File: config.mk
export PLATFORM = sky130hd
export DESIGN_NAME = load_extend_unit_flat
export DESIGN_NICKNAME = d
export VERILOG_FILES = /design/src/rtl/load_extend_unit_if.sv /design/src/rtl/load_extend_unit.sv /design/src/flat_wrapper.sv
export SDC_FILE = /design/constraint.sdc
export NUM_CORES = 1
export LEC_CHECK = 0
export ABC_AREA = 1
export BUFFER_PORTS_ARGS = -buffer_cell sky130_fd_sc_hd__buf_2
export CAP_MARGIN = 5
export CORE_MARGIN = 2
export CORE_UTILIZATION = 36
export CTS_BUF_LIST = sky130_fd_sc_hd__clkbuf_16
export DETAILED_ROUTE_END_ITERATION = 12
export GPL_ROUTABILITY_DRIVEN = 0
export SLEW_MARGIN = 20
export SYNTH_ARGS = -nofsm -noshare
export SYNTH_HDL_FRONTEND = slang
export SYNTH_SLANG_ARGS = --single-unit
File: constraint.sdc
create_clock -name clk -period 4.4 [get_ports clk]
set_input_delay 0.22 -clock clk [delete_from_list [all_inputs] [get_ports clk]]
set_output_delay 0.22 -clock clk [all_outputs]
set_load 0.01 [all_outputs]
File: src/rtl/load_extend_unit_if.sv
// Load-response / writeback handshake bundle for load_extend_unit.
// The master drives load responses and consumes results. The slave is the formatter.
interface load_extend_unit_if;
  logic        in_valid;
  logic        in_ready;
  logic [2:0]  op;
  logic [1:0]  addr_lo;
  logic [31:0] mem_word;
  logic [31:0] rt_old;
  logic        out_valid;
  logic        out_ready;
  logic [31:0] out_data;
  logic        out_exc;

  modport master (
    output in_valid, op, addr_lo, mem_word, rt_old, out_ready,
    input  in_ready, out_valid, out_data, out_exc
  );

  modport slave (
    input  in_valid, op, addr_lo, mem_word, rt_old, out_ready,
    output in_ready, out_valid, out_data, out_exc
  );
endinterface

File: src/rtl/load_extend_unit.sv
// MIPS load-data formatter: lane extract, sign/zero extend, LWL/LWR merge,
// exception flagging, and a small output FIFO with a saturating exception counter.
module load_extend_unit #(
  parameter int DEPTH = 2,
  parameter int CNT_W = 16
) (
  input  logic                 clk,
  input  logic                 rst_n,
  load_extend_unit_if.slave    bus,
  input  logic                 cnt_clr,
  output logic [CNT_W-1:0]     exc_count
);
  localparam int AW = $clog2(DEPTH);

  logic [7:0]  byte_sel;
  logic [15:0] half_sel;
  logic [4:0]  shl;
  logic [4:0]  shr;
  logic [31:0] fmt_data;
  logic        fmt_exc;

  logic [32:0]   mem [DEPTH];
  logic [AW-1:0] wr_ptr;
  logic [AW-1:0] rd_ptr;
  logic [AW-1:0] rd_next;
  logic [AW:0]   count;
  logic [AW:0]   count_next;
  logic          push;
  logic          pop;

  always_comb begin
    byte_sel = 8'h00;
    case (bus.addr_lo)
      2'd0: byte_sel = bus.mem_word[7:0];
      2'd1: byte_sel = bus.mem_word[15:8];
      2'd2: byte_sel = bus.mem_word[23:16];
      2'd3: byte_sel = bus.mem_word[31:24];
      default: byte_sel = 8'h00;
    endcase
    half_sel = bus.addr_lo[1] ? bus.mem_word[31:16] : bus.mem_word[15:0];
    shl      = {2'd3 - bus.addr_lo, 3'b000};
    shr      = {bus.addr_lo, 3'b000};
    fmt_data = 32'h0;
    fmt_exc  = 1'b0;
    case (bus.op)
      3'd0: fmt_data = {{24{byte_sel[7]}}, byte_sel};
      3'd4: fmt_data = {24'h0, byte_sel};
      3'd1: begin
        fmt_data = {{16{half_sel[15]}}, half_sel};
        fmt_exc  = bus.addr_lo[0];
      end
      3'd5: begin
        fmt_data = {16'h0, half_sel};
        fmt_exc  = bus.addr_lo[0];
      end
      3'd3: begin
        fmt_data = bus.mem_word;
        fmt_exc  = (bus.addr_lo != 2'd0);
      end
      3'd2: fmt_data = (bus.mem_word << shl) | (bus.rt_old & ~(32'hFFFF_FFFF << shl));
      3'd6: fmt_data = (bus.mem_word >> shr) | (bus.rt_old & ~(32'hFFFF_FFFF >> shr));
      default: fmt_exc = 1'b1;
    endcase
    // Exception entries carry zero data so nothing stale reaches writeback.
    if (fmt_exc) fmt_data = 32'h0;
  end

  assign bus.in_ready  = (count != (AW+1)'(DEPTH));
  assign bus.out_valid = (count != '0);
  assign push = bus.in_valid && bus.in_ready;
  assign pop  = bus.out_valid && bus.out_ready;

  always_comb begin
    rd_next    = pop ? rd_ptr + AW'(1) : rd_ptr;
    count_next = count + (AW+1)'(push) - (AW+1)'(pop);
  end

  always_ff @(posedge clk) begin
    if (push) mem[wr_ptr] <= {fmt_exc, fmt_data};
  end

  // The head is re-registered each cycle; a push into an otherwise empty queue bypasses storage.
  always_ff @(posedge clk or negedge rst_n) begin
    if (!rst_n) begin
      wr_ptr       <= '0;
      rd_ptr       <= '0;
      count        <= '0;
      bus.out_data <= 32'h0;
      bus.out_exc  <= 1'b0;
      exc_count    <= '0;
    end else begin
      if (push) wr_ptr <= wr_ptr + AW'(1);
      rd_ptr <= rd_next;
      count  <= count_next;
      if (count_next != '0) begin
        if (push && (wr_ptr == rd_next)) begin
          bus.out_data <= fmt_data;
          bus.out_exc  <= fmt_exc;
        end else begin
          bus.out_data <= mem[rd_next][31:0];
          bus.out_exc  <= mem[rd_next][32];
        end
      end
      if (push && fmt_exc) begin
        if (cnt_clr)
          exc_count <= CNT_W'(1);
        else if (exc_count != {CNT_W{1'b1}})
          exc_count <= exc_count + CNT_W'(1);
      end else if (cnt_clr) begin
        exc_count <= '0;
      end
    end
  end
endmodule

File: src/flat_wrapper.sv
// flat-port wrapper written by rule: the top's interface ports become plain ports
module load_extend_unit_flat 
#(
  parameter int DEPTH = 2,
  parameter int CNT_W = 16
)
  (clk, rst_n, cnt_clr, exc_count, bus_in_valid, bus_op, bus_addr_lo, bus_mem_word, bus_rt_old, bus_out_ready, bus_in_ready, bus_out_valid, bus_out_data, bus_out_exc);
  load_extend_unit_if bus_i ();
  input  logic clk;
  input  logic rst_n;
  input  logic cnt_clr;
  output logic [CNT_W-1:0] exc_count;
  input wire logic [$bits(bus_i.in_valid)-1:0] bus_in_valid;
  input wire logic [$bits(bus_i.op)-1:0] bus_op;
  input wire logic [$bits(bus_i.addr_lo)-1:0] bus_addr_lo;
  input wire logic [$bits(bus_i.mem_word)-1:0] bus_mem_word;
  input wire logic [$bits(bus_i.rt_old)-1:0] bus_rt_old;
  input wire logic [$bits(bus_i.out_ready)-1:0] bus_out_ready;
  output wire logic [$bits(bus_i.in_ready)-1:0] bus_in_ready;
  output wire logic [$bits(bus_i.out_valid)-1:0] bus_out_valid;
  output wire logic [$bits(bus_i.out_data)-1:0] bus_out_data;
  output wire logic [$bits(bus_i.out_exc)-1:0] bus_out_exc;
  assign bus_i.in_valid = bus_in_valid;
  assign bus_i.op = bus_op;
  assign bus_i.addr_lo = bus_addr_lo;
  assign bus_i.mem_word = bus_mem_word;
  assign bus_i.rt_old = bus_rt_old;
  assign bus_i.out_ready = bus_out_ready;
  assign bus_in_ready = bus_i.in_ready;
  assign bus_out_valid = bus_i.out_valid;
  assign bus_out_data = bus_i.out_data;
  assign bus_out_exc = bus_i.out_exc;
  load_extend_unit #(.DEPTH(DEPTH), .CNT_W(CNT_W)) u_core (.clk(clk), .rst_n(rst_n), .bus(bus_i), .cnt_clr(cnt_clr), .exc_count(exc_count));
endmodule
==> metrics.cfg, run 1 <==
[placed_design]
dpl.hpwl_mm=16.3
place_ws_ns=1.72
portBuffers=124

[setup_path]
rr_endpoint=u_core.bus.out_data[30]
slowest_stage=inv_2
r2r_start=u_core.count[1]
path_delay_family=buffers and inverters
worstRegToRegCells=11
reg2reg_slack_ns=1.72
cpMostUsedCell=nand2_1
max_stage_delay_ns=0.57
setup.worst_path.end=u_core.bus.out_data[30]
path_buf_inv=3
worstSetupPathType=flop to flop
worstPathCellList=o21a_1 > ha_1 > inv_1 > ha_1 > xnor2_1 > nand2_1 > inv_2 > buf_4 > a21oi_1 > nand2_1 > nand2_1
critPathLaunch=u_core.count[1]
cp_max_fo=44
crit_path_start_kind=flop
worstPathArrival_ns=2.98
worstSetupEndpointType=flop
worstPathRequired_ns=4.70
worstSetupPathDepth=11

[drt]
wire_per_inst_um=15.1
postRouteAntennaNets=0
drt-total-wl_mm=23.7
vias_per_cell=4.99
drc=0
num_vias=7792
firstDrtPassIters=5
drtIter0Drc=695

[clocking]
cts_tree=built
clk-insertion-delay-late_ns=0.41
clock_sinks=119
clkTransAtPathRegs_ns=0.05
cts_buffer_depth=2
htreeDepth=4
cts-root-buf=clkbuf_16
numCtsBuffers=17

[global_route]
grt_usage=0.199
global_route.overflow_total=0
grt_pass1_vias=6959
antenna_found_initial=0
grt_max_degree=54
grt_pass1_wl_mm=37.7

[logic_synthesis]
syn_area_um2=7960
synth_cell_type_count=33
synth_area_leader_cell=edfxtp_1
synthAdderAreaFrac=0.00472
synth_top_family_by_area=simple AND/OR/NAND/NOR gates
synth_top_cell_area_share=0.249
syn_inst=1171
yosys_register_bits=119
synth_nets=1248
synth_xor_area_frac=0.00771
synth_area_leaders=edfxtp_1 25%, nand2_1 23%, dfrtp_1 17%, nand3_1 5.9%, inv_1 5.7%
synth.mux.area_fraction=0
yosysWarningCount=0
yosysSeqAreaShare=0.416
synthSimpleGateAreaFrac=0.359
avgSynthCellArea_um2=6.79
synth_compound_area_frac=0.109

[run]
max-cap-violations=0

[timing]
grt_setup_unrepaired=no
max_freq_mhz=373
fin_crit_ns=2.68
slew_viol_final=0
relSlewSlack=0.263
min_period_over_period=0.610
fin_skew_ns=0.00576
setup_violations=0
setup_ws_ns=1.72
worstMarginPinSlew_ns=1.10
fin_setup_tns_ns=0
hold_viol=0

[floorplanning]
initial_utilization=0.366
die_y_um=153
core_area_um2=21800
io_pins=125
die_w_um=153
die_area_um2=23300
rows=54

[finish]
nNetsFinal=1347
area_delta_synth_final_pct=16.2
num_antenna_cells=0
layout-drive-gt1-share=0.154

[pwr]
pwr-share-seq=0.331
p_clk_frac=0.247
power_switching_uw=2110
leakagePower_uw=0.00471
p_comb_frac=0.422
power_switching_share=0.405
p_int_uw=3100
ir_drop_mv=0.300
power.density_nw_per_um2=564

[worst_hold_path]
hp-class=input port to flop

[outcome]
status=finished, final reports clean

==> worst register-to-register path, delay by kind of cell, from the launching register on <==
| kind | cells | cell delay [ns] |
|---|---|---|
| AOI/OAI and AO/OA | 2 | 0.28 |
| DFF | 1 | 0.41 |
| adders and majority gates | 2 | 0.44 |
| and+or+nand+nor | 3 | 0.23 |
| xor gates and xnor gates | 1 | 0.20 |
| buffers and inverters | 3 | 1.01 |
==> metrics by stage <==
step                 util  hold slack, ns  cells  total power (uW)  instance area [um^2]
finish              0.425           0.167   1563              5210                  9240
global route        0.425           0.188   1563              5660                  9240
CTS                 0.425           0.151   1563              5250                  9240
detailed placement  0.399           0.409   1530              3960                  8690
global placement    0.399           0.418   1530              3930                  8690
floorplan               -         -0.0756   1171              3330                  7960
==> worst min path at each step <==
stage                              end  startpoint  slack, ns  cells past startpoint
6_report          u_core.exc_count[11]     cnt_clr       0.17                      4
5_1_grt           u_core.exc_count[11]     cnt_clr       0.19                      4
4_1_cts           u_core.exc_count[11]     cnt_clr       0.15                      4
3_5_place_dp   u_core.bus.out_data[15]       rst_n       0.41                      2
3_3_place_gp        u_core.bus.out_exc       rst_n       0.42                      2
2_1_floorplan   u_core.bus.out_data[0]       rst_n      -0.08                      0
==> per-layer routing <==
metal / share of wire / vias to the layer above / track usage
met2: 0.44 / 288 / 0.308
met3: 0.070 / 17 / 0.0287
met5: 0 / - / 0
li1: - / 3936 / -
met1: 0.48 / 3551 / 0.295
met4: 0.0095 / 0 / 0.0459
==> power groups by stage <==
stage / clock network (uW) / registers [uW] / logic (uW)
floorplan: 0 / 1800 / 1540
global placement: 0 / 1740 / 2180
detailed placement: 0 / 1750 / 2210
CTS: 1300 / 1730 / 2220
global route: 1360 / 1760 / 2540
finish: 1290 / 1730 / 2200
==> synthesized netlist by cell type <==
cell,count
nand3_2,2
a21oi_1,56
edfxtp_1,66
xnor2_1,1
nand2_2,6
ha_1,3
buf_4,8
nor3_1,12
nor2_1,70
o21ai_1,12
nand4_1,9
a21oi_2,1
clkbuf_1,9
nand2_1,493
o211ai_1,19
dfrtp_1,53
clkinv_1,1
nor2_2,3
nand3_1,94
o21ai_2,2
inv_1,121
o21bai_1,1
o21ai_0,59
a21boi_1,4
or2_2,8
inv_2,6
a21oi_4,1
xor2_1,6
buf_2,34
buf_6,7
nand2_4,2
o21a_1,1
nor2_4,1
==> cells by family after synthesis <==
group | after synthesis
compound gates | 156
flops | 119
xor+xnor | 7
simple gates | 700
buf+inv | 186
fa+ha+maj | 3
==> state kept, by name, summed over array words and instances (netlist names) <==
signal / flops
u_core.bus.out_data: 32
u_core.exc_count: 16
u_core.bus.out_exc: 1
u_core.count: 2
u_core.mem: 66
u_core.rd_ptr: 1
u_core.wr_ptr: 1
==> cell usage in the layout (no fill, tap or decap), drive strengths merged <==
cell type    netlist  final
nand2            501    501
buf               49    137
inv              127    129
nand3             96     96
nor2              74     74
o21ai             73     73
edfxtp            66     66
a21oi             58     58
dfrtp             53     53
o211ai            19     19
clkbuf             9     17
nor3              12     12
clkinv             1     10
nand4              9      9
or2                8      8
xor2               6      6
a21boi             4      4
ha                 3      3
clkinvlp           0      2
bufinv             0      2
xnor2              1      1
o21a               1      1
o21bai             1      1
dlygate4sd3        0      1
==> timing repair <==
action                    in CTS  in global routing
gates resized for setup        0                  0
hold buffers                   1                  0
buffers inserted               0                  0
hold endpoints to repair      46                  0
==> layout make-up <==
class / instances / area (um^2)
clock inverter: 15 / 121
sequential: 119 / 3310
multi-input combinational: 866 / 3830
timing repair buffer: 138 / 728
inverter: 128 / 480
fill: 2347 / 12500
tap: 280 / 350
clock buffer: 17 / 425
Power figures use the tool's default switching activity.
==> run 2: changes to the inputs <==
clock period = 2.3 ns   (was 4.4 ns; I/O delays follow)
==> run 2 against run 1 <==
  * Sequential power is 92% higher
  * Die area is the same
  * Sequential share of layout area fell by 0.77 points
  * Critical path depth unchanged
  * Flip-flop and latch count stayed put
  * Core utilization increased by 0.93 points
  * Setup slack worse by 1.5 ns
  * Register-to-register slack got worse by 1.5 ns
  * Fmax rose by 30%
  * Clock skew is 0.0041 ns higher
  * Hold slack worse by 0.11 ns
  * Critical path type unchanged
==> metrics.cfg, run 2 (synthesis results as in run 1) <==
[global_route]
grt_pass1_wl_mm=38.8  ; +3.0%
grt_max_degree=67  ; +24%
grt_pass1_vias=7213  ; +3.6%
grt_util_met1=0.303  ; +0.00750
grtUsageMet2=0.316  ; +0.00833
antenna_found_initial=0  ; unchanged
global_route.overflow_total=0  ; unchanged
met3_usage=0.0321  ; +0.00341
grt_usage=0.205  ; +0.00629
top_usage_layer=met2

[setup_path]
worstPathCellList=o21a_1 > ha_1 > inv_1 > ha_1 > xnor2_1 > nand2_1 > inv_2 > buf_12 > a21oi_1 > nand2_1 > nand2_1
path_buf_inv=3  ; unchanged
worstPathArrival_ns=2.36  ; -0.62 ns
worstPathRequired_ns=2.59  ; -2.11 ns
cp_max_fo=44  ; unchanged
worstRegToRegCells=11  ; unchanged
crit_path_start_kind=flop
worstSetupPathType=flop to flop
max_stage_delay_ns=0.41  ; -0.16 ns
worstSetupEndpointType=flop
worstSetupPathDepth=11  ; unchanged
cpMostUsedCell=nand2_1
slowest_stage=dfrtp_1
path_delay_family=adder cells

[finish]
layout_commonest_cell=nand2_1
fillers=2284  ; -2.7%
top_regs=u_core.mem x66, u_core.bus.out_data x32, u_core.exc_count x16
layout-drive-gt1-share=0.165  ; +0.0112
largest_reg_flops=66  ; unchanged
top_register=u_core.mem
area_delta_synth_final_pct=18.7
num_antenna_cells=0  ; unchanged
final_util=0.434  ; +0.00932
nNetsFinal=1357  ; +0.74%
final_cell_mix=493 x nand2_1, 124 x buf_2, 120 x inv_1, 94 x nand3_1, 68 x nor2_1
final_area_um2=9450  ; +2.2%

[clocking]
postCtsHoldBufs=1  ; unchanged
postCtsSetupBuffers=0  ; unchanged
numCtsBuffers=17  ; unchanged
htreeDepth=4  ; unchanged
clkTransAtPathRegs_ns=0.06  ; about the same
cts_buffer_depth=2  ; unchanged
post_cts_resized=0  ; unchanged
cts-root-buf=clkbuf_16
clock_sinks=119  ; unchanged
cts_tree=built
clk-insertion-delay-late_ns=0.41  ; about the same

[pwr]
p_comb_frac=0.418  ; -0.004
pwr-share-seq=0.321  ; -0.010
power_switching_uw=4140  ; +96%
p_clk_frac=0.260  ; +0.013
p_int_uw=6210  ; +100%
ir_drop_mv=0.746  ; +150%
power.density_nw_per_um2=1100  ; +94%
leakagePower_uw=0.00478  ; +1.6%
power_switching_share=0.400  ; -0.00523

[floorplanning]
die_area_um2=23300  ; unchanged
die_y_um=153  ; unchanged
core_area_um2=21800  ; unchanged
initial_utilization=0.366  ; unchanged
io_pins=125  ; unchanged
rows=54  ; unchanged
die_w_um=153  ; unchanged

[timing]
worstMarginPinSlew_ns=0.845  ; -0.258 ns
setup_ws_ns=0.230  ; -1.49 ns
setup_violations=0  ; unchanged
fin_crit_ns=2.07  ; -0.612 ns
fin_setup_tns_ns=0  ; unchanged
grt_setup_unrepaired=no
min_period_over_period=0.900  ; +0.290
max_freq_mhz=483  ; +30%
relSlewSlack=0.435  ; +0.172
worst_hold_slack_ns=0.0574  ; -0.109 ns
slew_viol_final=0  ; unchanged
fin_skew_ns=0.00984  ; +0.00408 ns
hold_viol=0  ; unchanged

[drt]
vias_per_cell=4.99  ; about the same
postRouteAntennaNets=0  ; unchanged
drtIter0Drc=782  ; +13%
drc=0  ; unchanged
firstDrtPassIters=6  ; +1
num_vias=7848  ; +0.72%
wire_per_inst_um=15.4  ; +1.8%
drt-total-wl_mm=24.3  ; +2.5%

[worst_hold_path]
hold_depth=4  ; unchanged
hp-class=input port to flop

[outcome]
status=finished, final reports clean

[placed_design]
portBuffers=124  ; unchanged
dpl.hpwl_mm=16.9  ; +3.3%
place_ws_ns=0.225  ; -1.50 ns
postPlaceCellArea_um2=8830  ; +1.7%

[run]
max-cap-violations=0  ; unchanged

==> run 2: cell types whose count changed in the layout (fill, tap and decap cells not counted), moves of 3 or more <==
cell	previous run	this run
buf_12	0	5
clkinv_1	6	2
clkinv_2	4	1
buf_4	13	18
clkinvlp_4	2	6
==> run 2: stage by stage <==
step	total power, uW	std cells
6_report	10300	1573
3_3_place_gp	7680	1540
3_5_place_dp	7720	1540
5_1_grt	11200	1573
4_1_cts	10500	1573
2_1_floorplan	6380	1171
==> run 2: routing by layer <==
metal  part of all wire  wire length [um]
met1               0.48             11600
met2               0.44             10700
met3              0.069              1670
met4             0.0095               230
met5                  0                 0
==> run 2: power groups by stage <==
| stage | Sequential (uW) | Clock [uW] | Combinational (uW) |
|---|---|---|---|
| after floorplan | 3430 | 0 | 2950 |
| after global placement | 3370 | 0 | 4300 |
| after detailed placement | 3370 | 0 | 4340 |
| after CTS | 3340 | 2740 | 4380 |
| after global routing | 3400 | 2840 | 4970 |
| final | 3320 | 2690 | 4330 |
==> run 2: path summary, 6_finish.rpt <==
| kind | from | endpoint | slack, ns |
|---|---|---|---|
| min reg2reg | u_core.bus.out_data[4] | u_core.bus.out_data[4] | 0.47 |
| min | cnt_clr | u_core.exc_count[12] | 0.06 |
| max | u_core.count[1] | u_core.bus.out_data[1] | 0.23 |
| max reg2reg | u_core.count[1] | u_core.bus.out_data[1] | 0.23 |
| max in group asynchronous | rst_n | u_core.bus.out_data[7] | 1.41 |
| min in group asynchronous | rst_n | u_core.bus.out_data[27] | 0.37 |
==> run 2: cell type report <==
cell class / instances / area, um^2 / area share
clock buffer: 17 / 425 / 0.0450
clock inverter: 15 / 179 / 0.0189
timing repair buffer: 148 / 866 / 0.0917
sequential: 119 / 3310 / 0.350
inverter: 128 / 480 / 0.0509
tap: 280 / 350 / 0.0371
multi-input combinational: 866 / 3840 / 0.406
==> run 2: worst reg2reg max path, cell delays in order, from the launching register on <==
cell and delay [ns]:
dfrtp_1 0.41, o21a_1 0.20, ha_1 0.27, inv_1 0.04, ha_1 0.17, xnor2_1 0.19, nand2_1 0.11, inv_2 0.09
buf_12 0.21, a21oi_1 0.09, nand2_1 0.12, nand2_1 0.06
==> run 3: changes to the inputs <==
CORE_MARGIN = 3   (was 2)
==> run 3 against run 2 <==
  * Clock power shrank 13%
  * Combinational power down 2%
  * Register-to-register slack lost 0.03 ns
  * Final cell count about the same
  * Sequential power hardly changed
  * Via count is 0.88% higher
  * Clock skew down 0.0016 ns
  * Critical path type unchanged
  * Setup slack worse by 0.034 ns
  * Highest routed layer unchanged
==> metrics.cfg, run 3 (synthesis results as in run 1) <==
[finish]
layout-drive-gt1-share=0.169  ; +0.00463
nNetsFinal=1363  ; +0.44%
area_delta_synth_final_pct=17.9
top_regs=u_core.mem x66, u_core.bus.out_data x32, u_core.exc_count x16
layout_commonest_cell=nand2_1
final_util=0.439  ; +0.00526
top_register=u_core.mem
largest_reg_flops=66  ; unchanged
final_cell_mix=493 x nand2_1, 124 x buf_2, 120 x inv_1, 94 x nand3_1, 68 x nor2_1
num_antenna_cells=0  ; unchanged
fillers=2259  ; -1.1%

[clocking]
htreeDepth=4  ; unchanged
postCtsHoldBufs=1  ; unchanged
cts_tree=built
clock_sinks=119  ; unchanged
cts_buffer_depth=2  ; unchanged
clk-insertion-delay-late_ns=0.41  ; about the same
clkTransAtPathRegs_ns=0.05  ; about the same
cts-root-buf=clkbuf_16
numCtsBuffers=17  ; unchanged
postCtsSetupBuffers=0  ; unchanged
post_cts_resized=0  ; unchanged

[timing]
fin_setup_tns_ns=0  ; unchanged
worstMarginPinSlew_ns=0.737  ; -0.109 ns
max_freq_mhz=475  ; -1.6%
grt_setup_unrepaired=no
hold_viol=0  ; unchanged
min_period_over_period=0.915  ; +0.0147
fin_crit_ns=2.10  ; +0.0339 ns
setup_violations=0  ; unchanged
relSlewSlack=0.508  ; +0.0732
fin_skew_ns=0.00821  ; -0.00163 ns
slew_viol_final=0  ; unchanged

[drt]
vias_per_cell=5.03  ; +0.82%
drt-total-wl_mm=23.8  ; -1.7%
firstDrtPassIters=5  ; -1
drc=0  ; unchanged
drtIter0Drc=575  ; -26%
wire_per_inst_um=15.1  ; -1.8%
postRouteAntennaNets=0  ; unchanged
num_vias=7917  ; +0.88%

[global_route]
grt_max_degree=66  ; -1.5%
antenna_found_initial=0  ; unchanged
grt_usage=0.198  ; -0.00785
grt_pass1_wl_mm=38.2  ; -1.5%
grt_pass1_vias=7208  ; -0.069%
global_route.overflow_total=0  ; unchanged

[floorplanning]
die_y_um=155  ; +1.3%
die_area_um2=23900  ; +2.6%
core_area_um2=21400  ; -1.9%
rows=53  ; -1.9%
initial_utilization=0.373  ; +0.00690
io_pins=125  ; unchanged
die_w_um=155  ; +1.3%

[setup_path]
worstPathArrival_ns=2.40  ; +0.04 ns
worstPathRequired_ns=2.60  ; about the same
cp_max_fo=65  ; +48%
worstSetupPathType=flop to flop
worstSetupEndpointType=flop
crit_path_start_kind=flop

[pwr]
p_clk_frac=0.235  ; -0.025
power.density_nw_per_um2=1060  ; -3.3%
power_switching_share=0.413  ; +0.0125
leakagePower_uw=0.00477  ; -0.33%
ir_drop_mv=0.986  ; +32%
p_int_uw=5830  ; -6.0%
power_switching_uw=4100  ; -0.97%
p_comb_frac=0.429  ; +0.011
pwr-share-seq=0.336  ; +0.015

[worst_hold_path]
hp-class=input port to flop

[placed_design]
dpl.hpwl_mm=16.7  ; -1.0%
portBuffers=124  ; unchanged

[run]
max-cap-violations=0  ; unchanged

[outcome]
status=finished, final reports clean

## run 3: changes by cell type in the layout (fill, tap and decap cells not counted), moves of 2 or more
| cell | previous run | this run |
|---|---|---|
| buf_12 | 5 | 3 |
| buf_4 | 18 | 26 |
| bufinv_16 | 3 | 0 |
| clkinv_2 | 1 | 3 |
| clkinv_4 | 2 | 4 |
| clkinvlp_4 | 6 | 8 |
| inv_6 | 2 | 0 |
## run 3: power groups by stage
| stage | clock network [uW] | registers (uW) | logic [uW] |
|---|---|---|---|
| final | 2340 | 3340 | 4260 |
| after global routing | 2490 | 3400 | 4920 |
| after CTS | 2380 | 3350 | 4320 |
| after detailed placement | 0 | 3380 | 4290 |
| after global placement | 0 | 3380 | 4210 |
| after floorplan | 0 | 3430 | 2950 |
## run 3: final timing paths
| path | from | cells after the start | end | slack, ns |
|---|---|---|---|---|
| worst max-delay path | u_core.count[1] | 11 | u_core.bus.out_data[15] | 0.20 |
| worst min register to register | u_core.bus.out_data[4] | 2 | u_core.bus.out_data[4] | 0.47 |
| worst max register to register | u_core.count[1] | 11 | u_core.bus.out_data[15] | 0.20 |
| max in group asynchronous | rst_n | 3 | u_core.exc_count[2] | 1.43 |
| min in group asynchronous | rst_n | 3 | u_core.bus.out_data[30] | 0.38 |
| worst min-delay path | cnt_clr | 4 | u_core.exc_count[10] | 0.07 |
## run 3: final cells by class
cell class / instances / area (um^2) / area share
Clock buffer: 17 / 425 / 0.0453
Clock inverter: 15 / 110 / 0.0117
Inverter: 128 / 480 / 0.0512
Multi-Input combinational cell: 866 / 3830 / 0.408
Sequential cell: 119 / 3310 / 0.353
Tap cell: 275 / 344 / 0.0367
Timing Repair Buffer: 154 / 886 / 0.0944
## run 3: routing by layer
layer	wire length, um	part of all wire	vias to the layer above	track usage
met5	0	0	-	0
met1	11200	0.47	3604	0.285
li1	-	-	3962	-
met3	1610	0.068	36	0.0339
met4	401	0.017	0	0.0526
met2	10600	0.45	315	0.308
## run 3: stage by stage
stage	area, um^2	hold WS, ns	setup WS (ns)	std cells	total power (uW)
global placement	8840	0.310	0.247	1541	7590
finish	9380	0.0725	0.196	1574	9930
global route	9380	0.0796	0.0224	1574	10800
floorplan	7960	-0.181	0.350	1171	6380
detailed placement	8840	0.314	0.204	1541	7680
CTS	9380	0.0565	0.182	1574	10000
## run 3: critical path, cell delays in order (launching register included)
cell and delay (ns):
dfrtp_1 0.41, o21a_1 0.19, ha_1 0.27, inv_1 0.04, ha_1 0.17, xnor2_1 0.20, nand2_1 0.12, inv_2 0.08
buf_12 0.26, a21oi_1 0.07, nand2_1 0.09, nand2_1 0.05
